===== config.mk =====
export PLATFORM = sky130hd
export DESIGN_NAME = sram_bist_sched
export DESIGN_NICKNAME = d
export VERILOG_FILES = /design/src/rtl/sram_bist_pkg.sv /design/src/rtl/bist_wdog.sv /design/src/rtl/sram_bist_sched.sv
export SDC_FILE = /design/constraint.sdc
export NUM_CORES = 1
export LEC_CHECK = 0
export BUFFER_PORTS_ARGS = -buffer_cell sky130_fd_sc_hd__buf_2
export CORE_MARGIN = 2
export CORE_UTILIZATION = 50
export CTS_BUF_LIST = sky130_fd_sc_hd__clkbuf_4
export CTS_CLUSTER_DIAMETER = 150
export DETAILED_ROUTE_END_ITERATION = 10
export HOLD_SLACK_MARGIN = 0.06
export PLACE_DENSITY = 0.8
export SYNTH_ARGS = -nofsm -noshare
export SYNTH_HDL_FRONTEND = slang
export SYNTH_SLANG_ARGS = --single-unit

===== constraint.sdc =====
create_clock -name b_clk -period 2.06 [get_ports b_clk]
set_input_delay 0.206 -clock b_clk [delete_from_list [all_inputs] [get_ports b_clk]]
set_output_delay 0.206 -clock b_clk [all_outputs]
set_load 0.01 [all_outputs]

===== src/rtl/sram_bist_pkg.sv =====
// Shared definitions for the SRAM BIST scheduler.
//   - bist_state_e : scheduler FSM encoding (idle, bank under test, inter-bank gap, finish)
//   - Def*         : default scheduler parameters
//   - March*       : nominal length of one 8kx8 march run, used to size the watchdog default
package sram_bist_pkg;

   typedef enum logic [1:0] {
      StIdle = 2'd0,
      StRun  = 2'd1,
      StGap  = 2'd2,
      StFin  = 2'd3
   } bist_state_e;

   localparam int unsigned DefNumBanks  = 8;
   localparam int unsigned DefGapCycles = 4;
   localparam int unsigned DefToW       = 18;

   // One march over 8192 words is 26 passes plus a short idle preamble/postamble.
   localparam int unsigned MarchIdleCycles = 64;
   localparam int unsigned MarchCycles     = 26 * 8192 + MarchIdleCycles;

   // Margin above a nominal march so a healthy bank never trips the watchdog.
   localparam int unsigned WdogMargin  = 26944;
   localparam int unsigned DefToCycles = MarchCycles + WdogMargin;

endpackage


===== src/rtl/bist_wdog.sv =====
// Clearable up-counter with a terminal-count pulse. Used for both the per-bank watchdog
// and the inter-bank gap timer.
//   clk, rst_n : clock, asynchronous active-low reset
//   clr        : synchronous clear to zero (wins over en)
//   en         : count enable
//   limit      : terminal count
//   expired    : combinational pulse while enabled and the count equals limit
module bist_wdog #(
   parameter int unsigned W = 18
) (
   input  logic         clk,
   input  logic         rst_n,
   input  logic         clr,
   input  logic         en,
   input  logic [W-1:0] limit,
   output logic         expired
);

   logic [W-1:0] cnt_q, cnt_d;

   always_comb begin
      cnt_d = cnt_q;
      if (clr) begin
         cnt_d = '0;
      end else if (en) begin
         cnt_d = cnt_q + W'(1);
      end
   end

   always_ff @(posedge clk or negedge rst_n) begin
      if (!rst_n) begin
         cnt_q <= '0;
      end else begin
         cnt_q <= cnt_d;
      end
   end

   assign expired = en & ~clr & (cnt_q == limit);

endmodule


===== src/rtl/sram_bist_sched.sv =====
// Sequences memory BIST over all SRAM banks, one bank at a time, and collects results.
// Optional feature macro: SRAM_BIST_SCHED_WDOG_EN (per-bank watchdog; off by default).
//   b_clk, b_rst_n : BIST clock, asynchronous active-low reset (shared with the mbists)
//   bist_start     : single-cycle start request, ignored while busy
//   bist_abort     : level abort, effective in RUN/GAP
//   bank_done/fail : per-bank mbist b_done pulse / b_fail
//   bank_te        : per-bank b_te, registered, one-hot or zero
//   bist_busy      : run in progress
//   bist_done      : sticky run-complete flag
//   bist_fail      : any bank failed or run timed out / aborted
//   fail_map       : per-bank fail flags
//   timeout_err    : watchdog fired or run aborted
//   cur_bank       : index of the bank under test
module sram_bist_sched
   import sram_bist_pkg::*;
#(
   parameter int unsigned NUM_BANKS  = DefNumBanks,
   parameter int unsigned GAP_CYCLES = DefGapCycles,
   parameter int unsigned TO_W       = DefToW,
   parameter int unsigned TO_CYCLES  = DefToCycles,
   localparam int unsigned IdxW      = (NUM_BANKS > 1) ? $clog2(NUM_BANKS) : 1
) (
   input  logic                 b_clk,
   input  logic                 b_rst_n,
   input  logic                 bist_start,
   input  logic                 bist_abort,
   input  logic [NUM_BANKS-1:0] bank_done,
   input  logic [NUM_BANKS-1:0] bank_fail,
   output logic [NUM_BANKS-1:0] bank_te,
   output logic                 bist_busy,
   output logic                 bist_done,
   output logic                 bist_fail,
   output logic [NUM_BANKS-1:0] fail_map,
   output logic                 timeout_err,
   output logic [IdxW-1:0]      cur_bank
);

   if (GAP_CYCLES < 2 || TO_CYCLES < 2 || TO_CYCLES > (1 << TO_W)) begin : g_bad_cfg
      $error("sram_bist_sched: invalid GAP_CYCLES/TO_CYCLES/TO_W");
   end

   localparam logic [IdxW-1:0]      LastIdx  = IdxW'(NUM_BANKS - 1);
   localparam logic [NUM_BANKS-1:0] OneHot0  = NUM_BANKS'(1);
   localparam logic [TO_W-1:0]      GapLimit = TO_W'(GAP_CYCLES - 1);

   bist_state_e          state_q, state_d;
   logic [IdxW-1:0]      idx_q, idx_d;
   logic [NUM_BANKS-1:0] te_q, te_d;
   logic [NUM_BANKS-1:0] fmap_q, fmap_d;
   logic                 busy_q, busy_d;
   logic                 done_q, done_d;
   logic                 tout_q, tout_d;
   logic                 gap_expired;
   logic                 wdog_expired;

   // Gap timer is held clear outside GAP, so each gap starts counting from zero.
   bist_wdog #(
      .W (TO_W)
   ) u_gap (
      .clk     (b_clk),
      .rst_n   (b_rst_n),
      .clr     (state_q != StGap),
      .en      (state_q == StGap),
      .limit   (GapLimit),
      .expired (gap_expired)
   );

`ifdef SRAM_BIST_SCHED_WDOG_EN
   localparam logic [TO_W-1:0] ToLimit = TO_W'(TO_CYCLES - 1);

   bist_wdog #(
      .W (TO_W)
   ) u_wdog (
      .clk     (b_clk),
      .rst_n   (b_rst_n),
      .clr     (state_q != StRun),
      .en      (state_q == StRun),
      .limit   (ToLimit),
      .expired (wdog_expired)
   );
`else
   assign wdog_expired = 1'b0;
`endif

   always_comb begin
      state_d = state_q;
      idx_d   = idx_q;
      te_d    = te_q;
      fmap_d  = fmap_q;
      busy_d  = busy_q;
      done_d  = done_q;
      tout_d  = tout_q;
      unique case (state_q)
         StIdle: begin
            // Start wins over a coincident abort; abort is seen from the next cycle.
            if (bist_start) begin
               fmap_d  = '0;
               done_d  = 1'b0;
               tout_d  = 1'b0;
               idx_d   = '0;
               te_d    = OneHot0;
               busy_d  = 1'b1;
               state_d = StRun;
            end
         end
         StRun: begin
            if (bist_abort) begin
               te_d    = '0;
               tout_d  = 1'b1;
               state_d = StFin;
            end else if (bank_done[idx_q]) begin
               // te must drop on the done edge or the mbist restarts its march.
               // b_fail is only meaningful in the done cycle.
               te_d          = '0;
               fmap_d[idx_q] = bank_fail[idx_q];
               state_d       = StGap;
            end else if (wdog_expired) begin
               te_d          = '0;
               fmap_d[idx_q] = 1'b1;
               tout_d        = 1'b1;
               state_d       = StGap;
            end
         end
         StGap: begin
            if (bist_abort) begin
               tout_d  = 1'b1;
               state_d = StFin;
            end else if (gap_expired) begin
               if (idx_q == LastIdx) begin
                  state_d = StFin;
               end else begin
                  idx_d   = idx_q + IdxW'(1);
                  te_d    = OneHot0 << idx_d;
                  state_d = StRun;
               end
            end
         end
         StFin: begin
            done_d  = 1'b1;
            busy_d  = 1'b0;
            state_d = StIdle;
         end
         default: state_d = StIdle;
      endcase
   end

   always_ff @(posedge b_clk or negedge b_rst_n) begin
      if (!b_rst_n) begin
         state_q <= StIdle;
         idx_q   <= '0;
         te_q    <= '0;
         fmap_q  <= '0;
         busy_q  <= 1'b0;
         done_q  <= 1'b0;
         tout_q  <= 1'b0;
      end else begin
         state_q <= state_d;
         idx_q   <= idx_d;
         te_q    <= te_d;
         fmap_q  <= fmap_d;
         busy_q  <= busy_d;
         done_q  <= done_d;
         tout_q  <= tout_d;
      end
   end

   assign bank_te     = te_q;
   assign bist_busy   = busy_q;
   assign bist_done   = done_q;
   assign fail_map    = fmap_q;
   assign timeout_err = tout_q;
   assign bist_fail   = (|fmap_q) | tout_q;
   assign cur_bank    = idx_q;

endmodule

==> results.py <==
metrics = {
    "synthesis": {
        "synth_cell_types": 49,
        "synth_ff_type": "dfrtp_1",
        "ys_seq_elements": 42,
        "synth.most_common_cell": "dfrtp_1",
        "synth_top_area_share_pct": 41.8,
        "synth_area_leaders": "dfrtp_1, o21ai_0, ha_1",
        "yosys_warnings": 0,
        "synth-edff-count": 0,
        "syn-num-nets": 299,
        "yosysSeqAreaShare_pct": 41.8,
        "synth_area_um2": 2520,
        "synth.avg_cell_area_um2": 9.39,
        "synth_largest_area_cell": "dfrtp_1",
        "syn-instance-count": 268,
        "async_flop_share_pct": 100,
        "synth_commonest_cells": "dfrtp_1, o21ai_0, nand2_1",
    },
    "drt": {
        "drt-total-wl_mm": 6.17,
        "num_vias": 2272,
        "drc": 0,
        "drt_first_iter_violations": 143,
        "vias_per_cell": 5.64,
        "post_drt_wl_per_cell_um": 15.3,
        "ant_nets": 0,
        "dr.pass1.iters": 4,
    },
    "placed_design": {
        "hpwl_mm": 4.49,
        "io_buffers": 42,
        "placed_area_um2": 2960,
        "place_ws_ns": -0.0932,
        "place_congestion": 0.859,
    },
    "sta": {
        "setup_viol": 0,
        "fin_skew_ns": 0.0121,
        "min_period_ns": 2.05,
        "slew_headroom_pct": 65.9,
        "hold_viol": 0,
        "worst_slew_pin_slew_ns": 0.511,
        "period_share_pct": 99.3,
        "slew_violations": 0,
        "max_freq_mhz": 489,
        "rsz0062_at_grt": "true",
        "setup_slack_ns": 0.0134,
    },
    "global_route": {
        "grt_start_max_net_pins": 23,
        "grt_usage_pct": 23.6,
        "grt_pass1_vias": 2246,
        "grt_pass1_wl_mm": 10.1,
        "overflow": 0,
        "antenna_found_initial": 0,
    },
    "die": {
        "io_pins": 43,
        "die_y_um": 74.9,
        "die_area_um2": 5620,
        "num_rows": 25,
        "core_area_um2": 4790,
        "fp.dieW_um": 74.9,
        "initial_core_util_pct": 52.6,
    },
    "finish": {
        "multi_input_area_um2": 1430,
        "antenna_cells": 0,
        "drive_gt1_share_pct": 31.3,
        "register_area_um2": 1050,
        "fin_nets": 366,
        "final_area_um2": 3150,
        "area_growth_pct": 25.0,
        "fill_cells": 398,
    },
    "min_path": {
        "holdCritPathClass": "in -> reg",
        "min-delay-start": "bank_fail[7]",
    },
    "critical_path": {
        "cp-startpoint": "cur_bank[0]$_DFFE_PN0P_",
        "cp.arrival_ns": 2.31,
        "worstSetupStartpointType": "flip-flop",
        "timing.rr.start": "cur_bank[0]$_DFFE_PN0P_",
        "end_kind": "flip-flop",
        "crit_fanout": 5,
        "crit_type": "reg -> reg",
        "cp.required_ns": 2.32,
    },
    "clock_network": {
        "htreeDepth": 2,
        "cts_inserted_buffers": 5,
        "cts.sinks": 42,
        "clk_pin_slew_ns": 0.12,
        "clockBufferDepth": 2,
        "clock_latency_ns": 0.36,
        "cts_tree": "built",
        "cts-root-buf": "clkbuf_4",
    },
    "power_and_ir_drop": {
        "peakVddDrop_mv": 0.522,
        "powerDensity_nw_per_um2": 966,
        "power.total_mw": 3.04,
        "p_leak_nw": 1.47,
    },
    "run_status": {
        "run_status": "finished clean",
    },
    "run": {
        "cap_viol_max_count": 0,
    },
}
-- metal layers --
layer / global-route usage (%) / up-vias / part of all wire, %
li1: - / 1091 / -
met3: 4.42 / 15 / 5.5
met4: 11.9 / 0 / 2.1
met2: 38.3 / 70 / 49
met5: 0 / - / 0
met1: 30.0 / 1096 / 44
-- worst max-delay path, cell delays in order (launching register included) --
cell,delay (ns)
dfrtp_2,0.47
mux2_4,0.30
mux4_2,0.52
o31ai_4,0.30
nor2_2,0.07
mux2_4,0.29
-- through the flow --
step           utilization (%)  instances  hold WS [ns]  TNS [ns]
2_1_floorplan                -        268       -0.0896    -0.159
3_3_place_gp              61.8        388         0.202   -0.0967
3_5_place_dp              61.8        388         0.204    -0.359
4_1_cts                   64.2        400        0.0965    -0.207
5_1_grt                   65.7        403         0.122    -0.511
6_report                  65.7        403         0.113         0
-- worst paths after layout --
kind	endpoint	slack, ns	depth (start not counted)
max in group asynchronous	state_q[1]$_DFFE_PN0P_	1.04	3
worst min-delay path	fail_map[7]$_DFFE_PN0P_	0.11	3
worst max-delay path	bank_te[0]$_DFFE_PN0P_	0.01	5
worst max register to register	bank_te[0]$_DFFE_PN0P_	0.01	5
worst min register to register	bank_te[3]$_DFFE_PN0P_	0.50	2
min in group asynchronous	u_gap.cnt_q[1]$_DFF_PN0_	0.33	2
-- final cells by class --
cell class	instances	share of cell area [%]
clock inverters	1	0.955
clock buffers	7	1.67
flip-flops and latches	42	33.5
multi-input cells	203	45.5
repair buffers	76	14.9
well taps	67	2.67
inverters	7	0.835
-- logic make-up (layout without fill, tap and decap cells) --
kind of cell               Yosys count  in the layout  synth area share, %
xor gates and xnor gates            15             15                 5.22
and+or+nand+nor                    102            102                 20.1
DFF                                 42             42                 41.8
muxes                               12             12                 7.01
buffers and inverters               23             91                 4.13
AOI/OAI and AO/OA                   63             63                 16.3
adders and majority gates           11             11                 5.47
-- what timing repair did --
action	CTS	global route
pin swaps	2	3
hold buffers	1	0
hold endpoints to repair	20	0
setup buffers	3	3
gates resized for setup	3	17
endpoints found under the setup margin	12	21
-- cells in the final DEF (no fill, tap or decap), drive strengths merged, types with 7 or more instances in the layout --
cell type | synthesis | final
inv | 7 | 7
dfrtp | 42 | 42
nor2 | 28 | 28
xor2 | 12 | 12
buf | 5 | 75
nand3 | 9 | 9
clkbuf | 11 | 7
ha | 11 | 11
nand2 | 29 | 29
o21ai | 33 | 33
-- state kept, by name (all words and copies together), names as in the netlist --
register     flops
bist_done        1
timeout_err      1
bank_te          8
state_q          2
fail_map         8
bist_busy        1
cur_bank         3
u_gap.cnt_q     18
-- where the power goes --
group          total, mW  internal [mW]  switching (mW)
combinational       1.51          0.646           0.860
sequential         0.989          0.917          0.0714
clock              0.544          0.284           0.260
total               3.04           1.85            1.19
No activity file was read; power rests on OpenSTA's default activity.
